[config.mk]
export PLATFORM = sky130hd
export DESIGN_NAME = amo_reservation_tracker
export DESIGN_NICKNAME = d
export VERILOG_FILES = /design/src/rtl/amo_reservation_tracker_pkg.sv /design/src/rtl/amo_reservation_slot.sv /design/src/rtl/amo_reservation_tracker.sv
export SDC_FILE = /design/constraint.sdc
export NUM_CORES = 1
export LEC_CHECK = 0
export CAP_MARGIN = 5
export CORE_MARGIN = 1
export CORE_UTILIZATION = 53
export CTS_BUF_LIST = sky130_fd_sc_hd__clkbuf_8
export CTS_CLUSTER_DIAMETER = 60
export DETAILED_ROUTE_END_ITERATION = 12
export DONT_BUFFER_PORTS = 1
export PLACE_DENSITY = 0.72
export SKIP_LAST_GASP = 1
export SYNTH_ARGS = -nofsm -noshare
export SYNTH_HDL_FRONTEND = slang
export SYNTH_SLANG_ARGS = --single-unit
[constraint.sdc]
create_clock -name clk -period 2.5 [get_ports clk]
set_input_delay 0.5 -clock clk [delete_from_list [all_inputs] [get_ports clk]]
set_output_delay 0.5 -clock clk [all_outputs]
set_load 0.03 [all_outputs]
[src/rtl/amo_reservation_tracker_pkg.sv]
// Shared types and helpers for the LR/SC reservation tracker.
package amo_reservation_tracker_pkg;

  typedef enum logic [0:0] {
    SLOT_IDLE     = 1'b0,
    SLOT_RESERVED = 1'b1
  } slot_state_e;

  // Number of byte-offset bits below the reservation set tag.
  function automatic int tag_offset_bits(input int words);
    return $clog2(words * 4);
  endfunction

endpackage

[src/rtl/amo_reservation_slot.sv]
// One reservation holder: state, set tag, lifetime counter and local match logic.
module amo_reservation_slot
  import amo_reservation_tracker_pkg::*;
#(
  parameter int LR_WAIT = 32,
  parameter int TAG_W   = 27
) (
  input  logic             clk,
  input  logic             rst_n,
  input  logic             i_lr_valid,
  input  logic [TAG_W-1:0] i_lr_tag,
  input  logic             i_sc_valid,
  input  logic [TAG_W-1:0] i_sc_tag,
  input  logic             i_store_valid,
  input  logic [TAG_W-1:0] i_store_tag,
  input  logic             i_ext_valid,
  input  logic [TAG_W-1:0] i_ext_tag,
  input  logic             i_peer_kill,
  output logic             o_reserved,
  output logic [TAG_W-1:0] o_tag,
  output logic             o_sc_match
);

  localparam int CNT_W = $clog2(LR_WAIT + 1);

  slot_state_e      r_state;
  logic [TAG_W-1:0] r_tag;
  logic [CNT_W-1:0] r_count;
  logic             w_inval;

  assign w_inval = (i_store_valid && (i_store_tag == r_tag)) ||
                   (i_ext_valid   && (i_ext_tag   == r_tag));

  // An LR is ordered after every other event of its cycle, so it always wins.
  always_ff @(posedge clk or negedge rst_n) begin
    if (!rst_n) begin
      r_state <= SLOT_IDLE;
      r_tag   <= '0;
      r_count <= '0;
    end else if (i_lr_valid) begin
      r_state <= SLOT_RESERVED;
      r_tag   <= i_lr_tag;
      r_count <= CNT_W'(LR_WAIT);
    end else if (r_state == SLOT_RESERVED) begin
      if (i_sc_valid || w_inval || i_peer_kill || (r_count <= CNT_W'(1))) begin
        r_state <= SLOT_IDLE;
        r_count <= '0;
      end else begin
        r_count <= r_count - CNT_W'(1);
      end
    end
  end

  assign o_reserved = (r_state == SLOT_RESERVED);
  assign o_tag      = r_tag;
  assign o_sc_match = o_reserved && (r_tag == i_sc_tag);

endmodule

[src/rtl/amo_reservation_tracker.sv]
// Multi-channel LR/SC reservation tracker with cross-channel invalidation and SC arbitration.
module amo_reservation_tracker
  import amo_reservation_tracker_pkg::*;
#(
  parameter int NUM_CHANNELS      = 2,
  parameter int LR_WAIT           = 32,
  parameter int RESERVATION_WORDS = 8,
  parameter int ADDR_W            = 32
) (
  input  logic                           clk,
  input  logic                           rst_n,
  input  logic [NUM_CHANNELS-1:0]        i_lr_valid,
  input  logic [NUM_CHANNELS*ADDR_W-1:0] i_lr_addr,
  input  logic [NUM_CHANNELS-1:0]        i_sc_valid,
  input  logic [NUM_CHANNELS*ADDR_W-1:0] i_sc_addr,
  output logic [NUM_CHANNELS-1:0]        o_sc_done,
  output logic [NUM_CHANNELS-1:0]        o_sc_success,
  input  logic                           i_store_valid,
  input  logic [ADDR_W-1:0]              i_store_addr,
  input  logic                           i_ext_inval_valid,
  input  logic [ADDR_W-1:0]              i_ext_inval_addr,
  output logic [NUM_CHANNELS-1:0]        o_reservation_valid
);

  localparam int OFF_W = tag_offset_bits(RESERVATION_WORDS);
  localparam int TAG_W = ADDR_W - OFF_W;

  logic [NUM_CHANNELS-1:0][TAG_W-1:0] w_lr_tag;
  logic [NUM_CHANNELS-1:0][TAG_W-1:0] w_sc_tag;
  logic [NUM_CHANNELS-1:0][TAG_W-1:0] w_slot_tag;
  logic [TAG_W-1:0]                   w_store_tag;
  logic [TAG_W-1:0]                   w_ext_tag;
  logic [NUM_CHANNELS-1:0]            w_sc_match;
  logic [NUM_CHANNELS-1:0]            w_eligible;
  logic [NUM_CHANNELS-1:0]            w_win;
  logic [NUM_CHANNELS-1:0]            w_peer_kill;
  logic [NUM_CHANNELS-1:0]            r_sc_done;
  logic [NUM_CHANNELS-1:0]            r_sc_success;
  logic                               w_unused_offsets;

  always_comb begin
    w_lr_tag = '0;
    w_sc_tag = '0;
    for (int i = 0; i < NUM_CHANNELS; i++) begin
      w_lr_tag[i] = i_lr_addr[i*ADDR_W+OFF_W +: TAG_W];
      w_sc_tag[i] = i_sc_addr[i*ADDR_W+OFF_W +: TAG_W];
    end
  end

  assign w_store_tag = i_store_addr[ADDR_W-1:OFF_W];
  assign w_ext_tag   = i_ext_inval_addr[ADDR_W-1:OFF_W];

  // A same-cycle store/invalidation on the SC's set is ordered first and kills it;
  // among survivors on one set the lowest channel wins, and each winner acts as
  // a store that knocks out every other holder of its set.
  always_comb begin
    w_eligible  = '0;
    w_win       = '0;
    w_peer_kill = '0;
    for (int i = 0; i < NUM_CHANNELS; i++) begin
      w_eligible[i] = i_sc_valid[i] && w_sc_match[i] &&
                      !(i_store_valid && (w_store_tag == w_sc_tag[i])) &&
                      !(i_ext_inval_valid && (w_ext_tag == w_sc_tag[i]));
    end
    for (int i = 0; i < NUM_CHANNELS; i++) begin
      w_win[i] = w_eligible[i];
      for (int j = 0; j < i; j++) begin
        if (w_eligible[j] && (w_sc_tag[j] == w_sc_tag[i])) w_win[i] = 1'b0;
      end
    end
    for (int k = 0; k < NUM_CHANNELS; k++) begin
      for (int j = 0; j < NUM_CHANNELS; j++) begin
        if ((j != k) && w_win[j] && (w_sc_tag[j] == w_slot_tag[k])) w_peer_kill[k] = 1'b1;
      end
    end
  end

  for (genvar g = 0; g < NUM_CHANNELS; g++) begin : g_slot
    amo_reservation_slot #(
      .LR_WAIT (LR_WAIT),
      .TAG_W   (TAG_W)
    ) u_slot (
      .clk           (clk),
      .rst_n         (rst_n),
      .i_lr_valid    (i_lr_valid[g]),
      .i_lr_tag      (w_lr_tag[g]),
      .i_sc_valid    (i_sc_valid[g]),
      .i_sc_tag      (w_sc_tag[g]),
      .i_store_valid (i_store_valid),
      .i_store_tag   (w_store_tag),
      .i_ext_valid   (i_ext_inval_valid),
      .i_ext_tag     (w_ext_tag),
      .i_peer_kill   (w_peer_kill[g]),
      .o_reserved    (o_reservation_valid[g]),
      .o_tag         (w_slot_tag[g]),
      .o_sc_match    (w_sc_match[g])
    );
  end

  always_ff @(posedge clk or negedge rst_n) begin
    if (!rst_n) begin
      r_sc_done    <= '0;
      r_sc_success <= '0;
    end else begin
      r_sc_done    <= i_sc_valid;
      r_sc_success <= w_win;
    end
  end

  assign o_sc_done    = r_sc_done;
  assign o_sc_success = r_sc_success;

  // Byte offsets inside a set never influence reservation matching.
  always_comb begin
    w_unused_offsets = i_store_addr[0] ^ i_ext_inval_addr[0];
    for (int i = 0; i < NUM_CHANNELS; i++) begin
      w_unused_offsets = w_unused_offsets ^ (^i_lr_addr[i*ADDR_W +: OFF_W])
                                          ^ (^i_sc_addr[i*ADDR_W +: OFF_W]);
    end
    w_unused_offsets = w_unused_offsets ^ (^i_store_addr[OFF_W-1:0]) ^ (^i_ext_inval_addr[OFF_W-1:0]);
  end

endmodule

==> results.ini, run 1 <==
[status]
status=finished with violations
failed_checks=negative setup slack

[synthesis]
seq_area_frac_synth_pct=22.9
postSynthNetCount=1071
netlist_instances=867
yosysUniqueCellTypes=43
syn-mean-instance-area_sq_um=9.06
synth-seq-cells=72
yosys_warnings=0
post_synth_instance_area_sq_mm=0.00785

[placed_design]
dp_worst_setup_slack_ns=-0.181
detailedPlacementHpwl_um=24800
finalWeightedCongestion=1.09
place.port_buffers=0

[clock_network]
cts_root_buffer=sky130_fd_sc_hd__clkbuf_8
clk-insertion-delay-late_ns=0.38
cts_max_path_buffers=2
tritoncts.num_buffers=9
tritoncts_clock_tree=yes
htreeDepth=3
cts.sink_count=72
cts.clk_slew.worst_paths_ns=0.09

[global_route]
grt_start_max_net_pins=73
grt_first_pass_wirelength_um=42700
number_of_antenna_violations_at_the_first_check_in_global_routing=0
total_routing_usage_reported_by_global_routing_pct=40.1
grt_overflow_total=0
first_global_vias=6430

[layout]
fin_util_pct=57.7
nNetsFinal=1029
antenna-diode-count=0
areaGrowthSynthToFinish_pct=6.49
mostFrequentLayoutCells=sky130_fd_sc_hd__xnor2_1, sky130_fd_sc_hd__xor2_1, sky130_fd_sc_hd__nand4_1, sky130_fd_sc_hd__buf_4, sky130_fd_sc_hd__dfrtp_1
mostFrequentLayoutCell=sky130_fd_sc_hd__xnor2_1
drive_gt1_share_pct=21.3

[worst_setup_path]
critical_path_peak_fanout=5
end_kind=flop
setup.worst_path.start_class=flop
arrival_time_reported_for_the_critical_path_endpoint_ns=2.80
critPathRequiredTime_ns=2.78
critPathKind=reg -> reg
setup.reg_to_reg.worst_slack_ns=-0.03

[route]
drc=0
wirelength_um=30300
avgViaCountPerCell=6.51
drtAntennaViolNets=0
routed_wire_length_per_instance_um=29.8
drt_pre_antenna_iters=6
initialDrtViolationCount=771
route.vias.total=6603

[timing]
achievable-frequency_mhz=396
fin_worst_skew_ns=0.0137
slew_headroom_pct=62.0
final_min_period_over_clock_period_pct=101
finalSetupViolations=2
timing_hold_violations_final=0
grt_setup_unrepaired=yes
period_minus_slack_ns=2.53
worstMarginPinSlew_ns=0.566
setup_slack_ns=-0.0261
final-max-slew-violation-count=0

[floorplan]
die_area_sq_mm=0.0153
rows=44
top_level_ports=206
die_height_um=124
initial_core_util_pct=54.2
dieWidth_um=124
coreArea_sq_mm=0.0145

[job]
max_cap_violations=0

[pwr]
pwrdens_mw_per_mm2=509
irDropWorstVdd_uv=340
static-leakage-power_nw=3.03

[worst_hold_path]
hold_class=in -> async

-- through the flow --
step	setup TNS, ns	total power, mW	instances	hold WS, ns	area (sq um)
global route	-0.196	4.44	1014	0.0301	8360
floorplan	0	2.62	867	0.204	7850
global placement	-0.850	2.85	994	0.207	7920
CTS	-0.00829	4.17	1012	0.0155	8240
finish	-0.0498	4.25	1014	0.0110	8360
detailed placement	-0.735	2.86	994	0.207	7920
-- cell type report --
class	instances	area [sq um]
clock buffer	9	124
tap	184	230
fill	1313	6120
timing repair buffer	80	621
multi-input combinational	653	5410
inverter	9	33.8
sequential	72	1800
clock inverter	7	143
-- worst max-delay path, stage by stage, from the launching register on --
cell	delay [ns]
sky130_fd_sc_hd__dfrtp_1	0.42
sky130_fd_sc_hd__xnor2_1	0.24
sky130_fd_sc_hd__nand4_1	0.20
sky130_fd_sc_hd__nor4_2	0.40
sky130_fd_sc_hd__buf_4	0.17
sky130_fd_sc_hd__nand4_1	0.20
sky130_fd_sc_hd__a2111oi_4	0.25
sky130_fd_sc_hd__buf_4	0.21
sky130_fd_sc_hd__nor2_2	0.04
sky130_fd_sc_hd__a221o_1	0.29
-- state kept, by name (all words and copies together), names as in the netlist --
signal                    flops
g_slot.u_slot.o_tag          54
g_slot.u_slot.r_count        12
o_sc_success                  2
g_slot.u_slot.o_reserved      2
o_sc_done                     2
-- kinds of logic after synthesis --
logic type	share of synthesized area (%)
flops	22.9
fa+ha+maj	0.637
simple gates	16.6
buf+inv	9.78
xor+xnor	39.5
mux	7.89
compound gates	2.61
-- report_power, final --
part / total (mW) / internal, mW / switching, mW
clock: 1.27 / 0.767 / 0.504
sequential: 1.46 / 1.28 / 0.176
combinational: 1.52 / 0.763 / 0.762
-- worst paths after layout --
check / end / depth (start not counted) / startpoint
max: g_slot[0].u_slot.r_count[5] / 9 / g_slot[0].u_slot.o_tag[19]
min: g_slot[1].u_slot.r_count[4] / 1 / rst_n
max reg2reg: g_slot[0].u_slot.r_count[5] / 9 / g_slot[0].u_slot.o_tag[19]
min reg2reg: g_slot[0].u_slot.r_count[3] / 1 / g_slot[0].u_slot.r_count[3]
max in group asynchronous: g_slot[0].u_slot.o_tag[16] / 1 / rst_n
min in group clk: o_sc_done[0] / 0 / i_sc_valid[0]
-- timing repair --
item                                    in CTS  in global routing
endpoints found under the hold margin       72                  0
pin swaps                                    4                 10
hold buffers                                 1                  0
endpoints found under the setup margin       7                 13
resized for setup                            3                 18
setup buffers                                1                  2
-- layer usage --
| metal | up-vias | part of all wire (%) | global-route usage, % |
|---|---|---|---|
| met1 | 3115 | 38 | 49.2 |
| li1 | 2842 | - | - |
| met2 | 512 | 43 | 61.3 |
| met5 | - | 0 | 0 |
| met3 | 134 | 14 | 16.0 |
| met4 | 0 | 5.1 | 18.4 |
-- cell usage after synthesis --
cell	number	area, sq um
sky130_fd_sc_hd__a211oi_1	1	7.51
sky130_fd_sc_hd__nand4_1	83	519
sky130_fd_sc_hd__ha_1	4	50.1
sky130_fd_sc_hd__nand3_1	10	50.1
sky130_fd_sc_hd__dfrtp_1	72	1800
sky130_fd_sc_hd__a31oi_1	2	12.5
sky130_fd_sc_hd__buf_2	73	365
sky130_fd_sc_hd__nor3_2	1	10.0
sky130_fd_sc_hd__xor2_1	155	1360
sky130_fd_sc_hd__a221o_1	1	10.0
sky130_fd_sc_hd__o41ai_1	3	26.3
sky130_fd_sc_hd__or2_1	1	6.26
sky130_fd_sc_hd__o22ai_1	1	6.26
sky130_fd_sc_hd__o21ai_0	2	10.0
sky130_fd_sc_hd__buf_4	9	67.6
sky130_fd_sc_hd__nor4_4	1	21.3
sky130_fd_sc_hd__inv_1	9	33.8
sky130_fd_sc_hd__nor4bb_1	2	20.0
sky130_fd_sc_hd__a2111oi_0	1	8.76
sky130_fd_sc_hd__clkbuf_2	16	80.1
sky130_fd_sc_hd__nor4_2	3	37.5
sky130_fd_sc_hd__buf_6	12	135
sky130_fd_sc_hd__nor2b_1	3	18.8
sky130_fd_sc_hd__o21ai_1	1	5.00
sky130_fd_sc_hd__xnor2_1	199	1740
sky130_fd_sc_hd__and2_1	2	12.5
sky130_fd_sc_hd__clkbuf_1	23	86.3
sky130_fd_sc_hd__and4_1	1	8.76
sky130_fd_sc_hd__mux2_2	55	619
sky130_fd_sc_hd__nand2_1	18	67.6
sky130_fd_sc_hd__a22o_1	4	35.0
sky130_fd_sc_hd__nor3_1	15	75.1
sky130_fd_sc_hd__and3_1	1	6.26
sky130_fd_sc_hd__or4_1	2	15.0
sky130_fd_sc_hd__a2111oi_4	1	27.5
sky130_fd_sc_hd__nor4_1	60	375
sky130_fd_sc_hd__or3_1	1	6.26
sky130_fd_sc_hd__o2111ai_1	2	17.5
sky130_fd_sc_hd__o221ai_1	1	8.76
sky130_fd_sc_hd__a22oi_1	2	15.0
sky130_fd_sc_hd__nor2_1	12	45.0
sky130_fd_sc_hd__a2111oi_2	1	15.0
sky130_fd_sc_hd__nand4bb_1	1	11.3
Power figures use the tool's default switching activity.
==> run 2: changes to the inputs <==
- MAX_ROUTING_LAYER: default -> met4
- SETUP_SLACK_MARGIN: default -> 0.05
- SKIP_LAST_GASP: 1 -> default
==> run 2 against run 1 <==
Compared with the run above: the flow finishes with violations (negative hold slack); combinational power about the same; cell count down 0.59%; highest routed layer unchanged; first-iteration DRC count down 3.8%; sequential share of layout area rose by 0.22 points; wire length shrank 0.19%; non-clock buffer count fell by 6; register-to-register slack better by 0.03 ns; sequential power is essentially flat; final area is 1.0% lower; via count is 1.8% lower.
==> results.ini, run 2 (same netlist as run 1, synthesis figures left out) <==
[worst_setup_path]
end_kind=flop  ; unchanged
arrival_time_reported_for_the_critical_path_endpoint_ns=2.76  ; was 2.80 ns
critPathRequiredTime_ns=2.77  ; was 2.78 ns
critical_path_peak_fanout=5  ; unchanged
timing.reg2reg.worst_path_depth=9  ; unchanged
setup.worst_path.start_class=flop  ; unchanged
critPathKind=reg -> reg  ; unchanged
r2r_start=g_slot[1].u_slot.o_tag[17]  ; was g_slot[0].u_slot.o_tag[19]
worstReg2RegEnd=g_slot[0].u_slot.r_count[5]  ; unchanged
setup.reg_to_reg.worst_slack_ns=0.006  ; was -0.03 ns

[floorplan]
initial_core_util_pct=54.2  ; unchanged
dieWidth_um=124  ; unchanged
top_level_ports=206  ; unchanged
die_height_um=124  ; unchanged
die_area_sq_mm=0.0153  ; unchanged
rows=44  ; unchanged
coreArea_sq_mm=0.0145  ; unchanged

[clock_network]
htreeDepth=3  ; unchanged
cts_root_buffer=sky130_fd_sc_hd__clkbuf_8  ; unchanged
cts.sink_count=72  ; unchanged
cts_max_path_buffers=2  ; unchanged
cts.clk_slew.worst_paths_ns=0.08  ; was 0.09 ns
tritoncts_clock_tree=yes  ; unchanged
clk-insertion-delay-late_ns=0.38  ; about the same
tritoncts.num_buffers=9  ; unchanged

[job]
max_cap_violations=0  ; unchanged

[timing]
achievable-frequency_mhz=401  ; was 396 MHz
final_min_period_over_clock_period_pct=99.7  ; was 101%
worstMarginPinSlew_ns=0.701  ; was 0.566 ns
timing.hold.ws_ns=-0.0240  ; was 0.0110 ns
finalSetupViolations=0  ; was 2
setup_slack_ns=0.00632  ; was -0.0261 ns
fin_worst_skew_ns=0.00742  ; was 0.0137 ns
grt_setup_unrepaired=yes  ; unchanged
slew_headroom_pct=53.0  ; was 62.0%
timing_hold_violations_final=18  ; was 0
period_minus_slack_ns=2.49  ; was 2.53 ns
final-max-slew-violation-count=0  ; unchanged

[route]
avgViaCountPerCell=6.43  ; was 6.51
drt_pre_antenna_iters=5  ; was 6
wirelength_um=30200  ; was 30300 um
drtAntennaViolNets=0  ; unchanged
initialDrtViolationCount=742  ; was 771
route.vias.total=6486  ; was 6603
routed_wire_length_per_instance_um=30.0  ; was 29.8 um
drc=0  ; unchanged

[global_route]
total_routing_usage_reported_by_global_routing_pct=41.3  ; was 40.1%
grt_first_pass_wirelength_um=42400  ; was 42700 um
grt_start_max_net_pins=73  ; unchanged
grt_overflow_total=0  ; unchanged
number_of_antenna_violations_at_the_first_check_in_global_routing=0  ; unchanged
first_global_vias=6360  ; was 6430

[layout]
nNetsFinal=1023  ; was 1029
mostFrequentLayoutCell=sky130_fd_sc_hd__xnor2_1  ; unchanged
fin_area_sq_mm=0.00828  ; was 0.00836 sq mm
antenna-diode-count=0  ; unchanged
drive_gt1_share_pct=20.0  ; was 21.3%
largest_register_ffs=54  ; unchanged
areaGrowthSynthToFinish_pct=5.42  ; was 6.49%
mostFrequentLayoutCells=sky130_fd_sc_hd__xnor2_1, sky130_fd_sc_hd__xor2_1, sky130_fd_sc_hd__nand4_1, sky130_fd_sc_hd__dfrtp_1, sky130_fd_sc_hd__buf_4  ; was sky130_fd_sc_hd__xnor2_1, sky130_fd_sc_hd__xor2_1, sky130_fd_sc_hd__nand4_1, sky130_fd_sc_hd__buf_4, sky130_fd_sc_hd__dfrtp_1
fin_util_pct=57.2  ; was 57.7%

[placed_design]
post_dp_cell_area_sq_mm=0.00788  ; was 0.00792 sq mm
finalWeightedCongestion=1.10  ; was 1.09
detailedPlacementHpwl_um=24900  ; was 24800 um
place.port_buffers=0  ; unchanged
dp_worst_setup_slack_ns=-0.214  ; was -0.181 ns

[status]
status=finished with violations  ; unchanged
failed_checks=negative hold slack  ; was negative setup slack

[pwr]
irDropWorstVdd_uv=296  ; was 340 uV
static-leakage-power_nw=2.98  ; was 3.03 nW
pwrdens_mw_per_mm2=486  ; was 509 mW/mm^2

[worst_hold_path]
hold_class=in -> async  ; unchanged

-- run 2: changes by cell type in the layout (fill, tap and decap cells not counted), sizes merged --
cell and delta:
bufinv -2, clkinv -1, buf -6, inv +2
clkbuf +1
-- run 2: worst max path at each step --
stage	to	cells past startpoint	slack [ns]	startpoint
after floorplan	g_slot[0].u_slot.r_count[5]	8	0.25	i_sc_addr[63]
after global placement	g_slot[0].u_slot.r_count[0]	8	-0.14	i_sc_addr[40]
after detailed placement	g_slot[0].u_slot.r_count[5]	8	-0.21	i_sc_addr[40]
after CTS	g_slot[0].u_slot.r_count[5]	9	0.05	g_slot[1].u_slot.o_tag[17]
after global routing	g_slot[0].u_slot.r_count[0]	9	-0.02	g_slot[1].u_slot.o_tag[17]
final	g_slot[0].u_slot.r_count[5]	9	0.006	g_slot[1].u_slot.o_tag[17]
-- run 2: repair_timing --
action / 4_1_cts / 5_1_grt
hold buffers: 1 / 0
endpoints found under the hold margin: 72 / 0
buffers inserted: 1 / 3
endpoints found under the setup margin: 9 / 13
resized for setup: 2 / 22
pin swaps: 3 / 11
-- run 2: per-layer routing --
| layer | wire, um | global-route usage, % | up-vias |
|---|---|---|---|
| met5 | 0 | - | - |
| met3 | 3770 | 13.2 | 103 |
| met2 | 13300 | 62.4 | 458 |
| met1 | 11700 | 49.9 | 3092 |
| li1 | - | - | 2833 |
| met4 | 1380 | 18.7 | 0 |
-- run 2: power breakdown --
group | internal, mW | total (mW) | switching (mW) | leakage (nW)
clock | 0.577 | 1.05 | 0.476 | 0.120
combinational | 0.757 | 1.50 | 0.746 | 2.00
sequential | 1.28 | 1.47 | 0.187 | 0.859
-- run 2: worst max-delay path, stage by stage (launching register included) --
cell,delay (ns)
sky130_fd_sc_hd__dfrtp_1,0.43
sky130_fd_sc_hd__xor2_2,0.17
sky130_fd_sc_hd__nor4_2,0.32
sky130_fd_sc_hd__buf_4,0.16
sky130_fd_sc_hd__and4_1,0.21
sky130_fd_sc_hd__nand4_1,0.27
sky130_fd_sc_hd__a2111oi_4,0.29
sky130_fd_sc_hd__buf_6,0.20
sky130_fd_sc_hd__nor2_4,0.04
sky130_fd_sc_hd__a221o_1,0.28
-- run 2: final cells by class --
class / instances / area, sq um
multi-input cells: 653 / 5400
flip-flops and latches: 72 / 1800
clock buffers: 10 / 138
well taps: 184 / 230
repair buffers: 74 / 596
clock inverters: 6 / 76.3
fillers: 1307 / 6200
inverters: 9 / 33.8
-- run 2: metrics by stage --
step | TNS [ns] | power, mW | instances
2_1_floorplan | 0 | 2.62 | 867
3_3_place_gp | -0.541 | 2.85 | 987
3_5_place_dp | -1.02 | 2.85 | 987
4_1_cts | 0 | 3.95 | 1005
5_1_grt | -0.0716 | 4.18 | 1008
6_report | 0 | 4.02 | 1008
